[src/rtl/ttt_board_ctrl.sv]
// Tic-tac-toe move controller: owns the board registers, validates moves and samples the win checker.
// Optional per-turn forfeit timer is built when MOVE_TIMEOUT_EN is defined.
module ttt_board_ctrl #(
  parameter int unsigned TIMEOUT_CYCLES = 1000
) (
  input  logic       clk,
  input  logic       rst_n,
  input  logic       new_game,
  input  logic       move_valid,
  input  logic [3:0] move_pos,
  output logic       move_ready,
  input  logic [1:0] gs_in,
  output logic [8:0] val,
  output logic [8:0] sym,
  output logic       turn,
  output logic [3:0] move_cnt,
  output logic       move_err,
  output logic [1:0] err_code,
  output logic       game_over,
  output logic [1:0] winner,
  output logic       draw
);

  typedef enum logic [1:0] {StPlay, StEval, StOver} state_e;

  state_e state;

`ifdef MOVE_TIMEOUT_EN
  localparam int unsigned TcntW = (TIMEOUT_CYCLES > 2) ? $clog2(TIMEOUT_CYCLES) : 1;
  localparam logic [TcntW-1:0] TcntLast = TcntW'(TIMEOUT_CYCLES - 1);
  logic [TcntW-1:0] tcnt;
  logic             expired;
  assign expired = (tcnt == TcntLast);
`endif

  assign move_ready = (state == StPlay);

  always_ff @(posedge clk) begin
    if (!rst_n) begin
      state     <= StPlay;
      val       <= '0;
      sym       <= '0;
      turn      <= 1'b1;
      move_cnt  <= '0;
      move_err  <= 1'b0;
      err_code  <= 2'b00;
      game_over <= 1'b0;
      winner    <= 2'b00;
      draw      <= 1'b0;
`ifdef MOVE_TIMEOUT_EN
      tcnt      <= '0;
`endif
    end else begin
      move_err <= 1'b0;
`ifdef MOVE_TIMEOUT_EN
      // Counter only runs while waiting in PLAY; any other state re-arms it.
      tcnt <= (state == StPlay && !new_game) ? tcnt + 1'b1 : '0;
`endif
      if (new_game) begin
        // err_code deliberately survives a new game; a concurrent move is dropped.
        state     <= StPlay;
        val       <= '0;
        sym       <= '0;
        turn      <= 1'b1;
        move_cnt  <= '0;
        game_over <= 1'b0;
        winner    <= 2'b00;
        draw      <= 1'b0;
      end else begin
        unique case (state)
          StPlay: begin
            if (move_valid && move_pos <= 4'd8 && !val[move_pos]) begin
              val[move_pos] <= 1'b1;
              sym[move_pos] <= turn;
              move_cnt      <= move_cnt + 4'd1;
              state         <= StEval;
            end else begin
              if (move_valid) begin
                move_err <= 1'b1;
                err_code <= (move_pos > 4'd8) ? 2'b01 : 2'b10;
              end
`ifdef MOVE_TIMEOUT_EN
              if (expired) begin
                winner    <= turn ? 2'b10 : 2'b01;
                game_over <= 1'b1;
                state     <= StOver;
              end
`endif
            end
          end
          StEval: begin
            if (move_valid) begin
              move_err <= 1'b1;
              err_code <= 2'b11;
            end
            if (gs_in[0]) begin
              winner    <= 2'b01;
              game_over <= 1'b1;
              state     <= StOver;
            end else if (gs_in[1]) begin
              winner    <= 2'b10;
              game_over <= 1'b1;
              state     <= StOver;
            end else if (move_cnt == 4'd9) begin
              draw      <= 1'b1;
              game_over <= 1'b1;
              state     <= StOver;
            end else begin
              turn  <= ~turn;
              state <= StPlay;
            end
          end
          StOver: begin
            if (move_valid) begin
              move_err <= 1'b1;
              err_code <= 2'b11;
            end
          end
          default: state <= StPlay;
        endcase
      end
    end
  end

endmodule
[config.mk]
export PLATFORM = sky130hd
export DESIGN_NAME = ttt_board_ctrl
export DESIGN_NICKNAME = d
export VERILOG_FILES = /design/src/rtl/ttt_board_ctrl.sv
export SDC_FILE = /design/constraint.sdc
export NUM_CORES = 1
export LEC_CHECK = 0
export ABC_AREA = 1
export BUFFER_PORTS_ARGS = -buffer_cell sky130_fd_sc_hd__buf_2
export CORE_ASPECT_RATIO = 0.9
export CORE_MARGIN = 2
export CORE_UTILIZATION = 40
export CTS_BUF_LIST = sky130_fd_sc_hd__clkbuf_4
export CTS_CLUSTER_SIZE = 8
export DETAILED_ROUTE_END_ITERATION = 10
export PLACE_DENSITY_LB_ADDON = 0.1
export SLEW_MARGIN = 20
export SYNTH_ARGS = -nofsm -noshare
export SYNTH_HDL_FRONTEND = slang
export SYNTH_SLANG_ARGS = --single-unit
[constraint.sdc]
create_clock -name clk -period 3.3 [get_ports clk]
set_input_delay 0.495 -clock clk [delete_from_list [all_inputs] [get_ports clk]]
set_output_delay 0.495 -clock clk [all_outputs]
set_load 0.01 [all_outputs]
Yosys cells after proc, flatten, opt, wreduce, memory -nomap -nowiden:

Cells that the tools add are included.

* flip-flop bits (word level): 32
* output and inout bits: 31

* add/sub/neg operators: 1
* $lt $le $gt $ge: 4
* equality and inequality tests: 7
* multiplexer cells: 23
* bitwise operators: 8
* reductions and logical operators: 17

Operators with widths (number)
* 2-to-1 mux 2 bit: 10
* bitwise mux 9 bit: 1
* bitwise OR 9 bit: 1
* AND reduction 2 bit: 4
* AND reduction 4 bit: 2
* 2-to-1 mux 1 bit: 7
* NOT 1 bit: 7
* one-hot mux 2 bit (3 select lines): 1
* < comparator 4 x 5 -> 1 bit (second input constant): 1
* AND reduction 5 bit: 1
* adder 4 x 1 -> 4 bit (second input constant): 1
* binary-select mux 1 bit (select 4 bit): 1
* demux 1 bit (select 4 bit): 1
* equality test 4 bit (second input constant): 1
* greater-or-equal comparator 4 x 1 -> 1 bit (second input constant): 1
* greater-than comparator 4 bit (second input constant): 1
* <= comparator 4 bit (second input constant): 1
* != test 2 x 1 -> 1 bit (second input constant): 2
* != test 2 bit (second input constant): 2
* one-hot mux 2 bit (2 select lines): 1
* nonzero test 2 bit: 2
* OR reduction 2 bit: 2
* logical AND 1 bit: 3
* nonzero test 3 bit: 1
* other kinds (5): 5

Depth between registers and ports, before layout:

* depth after elaboration: 6
* gate-level depth with buffers: 13

Worst setup path before layout:

OpenSTA, ideal clock, no wires.

* path type: input -> register
* start point: input move_pos[0]
* end point: register sym[1]
* setup time: 0.115 ns
* arrival: 1.442 ns
* data required time: 3.185 ns
* slack: 1.743 ns
* stages on the path: 10
* buffers on the path: 2
* cell sequence: buf_6 nor2_4 a21oi_2 nor2_4 nand3_2 nor2_4 buf_6 nand3_1 nand2_1 nor2_1

* cells in the longest elaborated chain, start to end: 5

RTL lines
* start: declaration: line 10 `input logic [3:0] move_pos,`
* < comparator 4 x 5 -> 1 bit (not written as such), or another cell as far along: line 74 `sym[move_pos] <= turn;`
* logical AND 1 bit (not written as such) or 2-to-1 mux 1 bit (tied branches): line 74, 72
* 2-to-1 mux 1 bit (not written as such) or logical NOT 1 bit (tied branches): line 74, 72
* demux 1 bit (select 4 bit) or logical AND 1 bit (tied branches): line 74, 72
* bitwise mux 9 bit or AND reduction 2 bit (tied branches)
* end signal: indexed assignment: line 74
* end: declaration: line 14 `output logic [8:0] sym,`

Parallel ways exist; a longest one is shown, timed or not. The select of a mux whose other input is x is not followed.
A chain may end at the register's enable or synchronous reset.

Worst setup path after layout:

* start point: register state[0]
* end point: output move_ready

* cells in the longest elaborated chain, start to end: 1

RTL lines
* start: declaration: line 26 `state_e state;`
* start signal: assignment: line 40 `state <= StPlay;`
* start signal: assignment: line 61 `state <= StPlay;`
* start signal: assignment: line 76 `state <= StEval;`
* logical NOT 2 bit: line 36 `assign move_ready = (state == StPlay);`
* end: declaration: line 11 `output logic move_ready,`

No other way between the ends.

==> key figures <==
Placed design
  • Placed cell count: 315
  • Input/output buffers: 40
  • Post-DP HPWL: 2570 um
  • Gpl congestion: 0.830

Global route
  • Total GRT Usage: 16.3%
  • Antenna violations before repair: 0
  • Global-route track usage on met2: 24.1%
  • First-pass GRT wire length: 5820 um
  • Met1 usage: 21.7%
  • Largest net degree at the start of global routing: 21
  • Vias in the first global route: 1288
  • GRT Max-Usage Layer: met2
  • M3 GR Usage: 5.29%
  • Gr ovfl total: 0

Power
  • Internal: 0.000585 W
  • Leak: 0.880 nW
  • Worst VDD drop: 0.250 mV
  • Sw power: 0.000200 W
  • Clock power share: 39.0%
  • Sequential Power Share: 50.3%
  • Switching Share: 25.5%
  • Overall power: 0.000785 W
  • Pwr Density: 407 mW/mm2
  • Logic gate share of total power: 10.7%

STA
  • Clock Skew: 0.0194 ns
  • Hold Slack: 0.346 ns
  • Worst Max-Slew Pin Slew: 0.554 ns
  • Final period util: 52.9%
  • Final setup viols: 0
  • Slew Limit Fails: 0
  • RSZ-0062 raised after global routing: no
  • Final min period: 1.75 ns
  • Rel. slew slack: 63.0%
  • Final hold vios: 0
  • Total negative setup slack: 0 ns
  • Fmax achieved: 0.573 GHz

Critical path
  • Max Fanout on Critical Path: 4
  • Worst EP required: 2.80 ns
  • Data arrival, critical path: 1.25 ns
  • CP Launch Type: register
  • CP Capture Type: primary output
  • Worst setup path category: register to primary output

Yosys
  • Synthesis Warnings: 0
  • Post-synthesis instance total: 232
  • Largest family of logic cells by synthesized area: simple AND/OR/NAND/NOR gates
  • Syn nets: 248
  • Count of cell types in the netlist: 19
  • Synth Area in Adders: 4.59%
  • Synth Area in Compound Gates: 8.04%
  • Multiplexer share of the synthesized area: 0%
  • Synth Area in Simple Gates: 38.1%
  • Mapped cell area: 0.00163 mm2
  • Xor/xnor share of the synthesized area: 0%
  • Post-synthesis sequential area ratio: 39.2%
  • #FFs+latches synth: 32
  • Avg Cell Area, Syn: 7.04 um2

Clock network
  • Total CTS buffers: 5
  • Root Driver: clkbuf_4
  • H-tree levels: 2
  • Resized Gates After CTS: 0
  • Number of setup buffers added after CTS: 0
  • Clk Latency, worst-skew pair: 0.34 ns
  • Clk slew on worst S/H paths: 0.11 ns
  • Hold Buf Count CTS: 0
  • TritonCTS clock tree: built
  • Clk sink count: 32
  • CTS max path bufs: 2

Floorplan
  • Core area: 0.00399 mm2
  • Area of the die: 0.00461 mm2
  • Initial Util: 40.9%
  • Die Span Y: 64.6 um
  • Die W: 71.4 um
  • # rows: 22
  • Ports: 41

Routing
  • DRT Pass-1 Iters: 4
  • ANT nets after route: 0
  • DRC: 0
  • Wirelength per Cell: 10.9 um
  • Initial DRC Count: 75
  • Via count: 1481
  • Detailed-route wire length: 3510 um
  • Drt via density: 4.59

Hold path
  • HP Class: input port to register

Run
  • Max-Cap Viols: 0

Cells and area
  • Leading cell type in the layout, fill and taps excluded: nor2_1
  • Area grow syn2layout: 18.1%
  • Layout cells sized above 1: 24.4%
  • Final #Nets: 290
  • Most frequent cells in the layout: nor2_1 (61), nand2_1 (41), buf_2 (40), dfxtp_1 (32), inv_1 (27)
  • Antenna cells: 0
  • Post-route insts no fill: 323
  • Fillers: 416
  • Post-layout util: 48.3%

Status
  • Status: finished, final reports clean
final cells by class:
type,instances,area (um2),share of cell area (%)
sequential,32,641,33.2
inverter,29,111,5.77
multi-input combinational,165,830,43.0
tap,48,60.1,3.11
clock inverter,2,35.0,1.82
timing repair buffer,41,208,10.8
clock buffer,6,45.0,2.33
path summary, 6_finish.rpt:
check | slack, ns | end | cells after the start | from
max reg2reg | 1.61 | err_code[1] | 8 | state[0]
max | 1.55 | move_ready | 3 | state[0]
min | 0.35 | winner[1] | 2 | gs_in[0]
min reg2reg | 0.48 | winner[0] | 2 | winner[0]
cell usage after synthesis:
library cell  instances  area [um2]
nand4_4               1        21.3
clkbuf_1              2        7.51
nor3_1                3        15.0
ha_1                  6        75.1
nand3_1              16        80.1
nor2_1               61         229
inv_1                27         101
nor2_4                7        78.8
o21ai_0               4        20.0
buf_6                 4        45.0
clkinv_1              1        3.75
nand2_2               4        25.0
o21ai_1               1        5.00
nand2_1              41         154
dfxtp_1              32         641
a21oi_2               3        26.3
nand3_2               2        20.0
a21oi_1              16        80.1
inv_4                 1        6.26
cell families (layout without fill, tap and decap cells):
kind of cell    Yosys count  after routing
compound gates           24             24
fa+ha+maj                 6              6
buf+inv                  35             78
flops                    32             32
simple gates            135            135
power by group through the flow:
| stage | sequential (W) | clock, W | combinational, W |
|---|---|---|---|
| 6_report | 0.000395 | 0.000306 | 0.0000838 |
| 5_1_grt | 0.000396 | 0.000331 | 0.0000946 |
| 4_1_cts | 0.000395 | 0.000313 | 0.0000850 |
| 3_5_place_dp | 0.000404 | 0 | 0.0000846 |
| 3_3_place_gp | 0.000404 | 0 | 0.0000848 |
| 2_1_floorplan | 0.000406 | 0 | 0.0000625 |
state kept, by name, summed over array words and instances (netlist names), 2 cells and up:
signal    flops
sym           9
err_code      2
winner        2
move_cnt      4
val           9
state         2
metal layers:
| layer | part of all wire [%] | vias to the layer above |
|---|---|---|
| met5 | 0 | - |
| met4 | 1.4 | 0 |
| met3 | 6.3 | 6 |
| met2 | 43 | 36 |
| met1 | 49 | 640 |
| li1 | - | 799 |
critical path: stages (launching register included):
cell,delay (ns)
dfxtp_1,0.41
inv_1,0.08
ha_1,0.26
buf_2,0.16
metrics by stage:
stage | setup WS, ns | instance area, um2
floorplan | 1.74 | 1630
global placement | 1.31 | 1850
detailed placement | 1.31 | 1850
CTS | 1.53 | 1930
global route | 1.44 | 1930
finish | 1.55 | 1930
(Power assumes the default switching activity.)
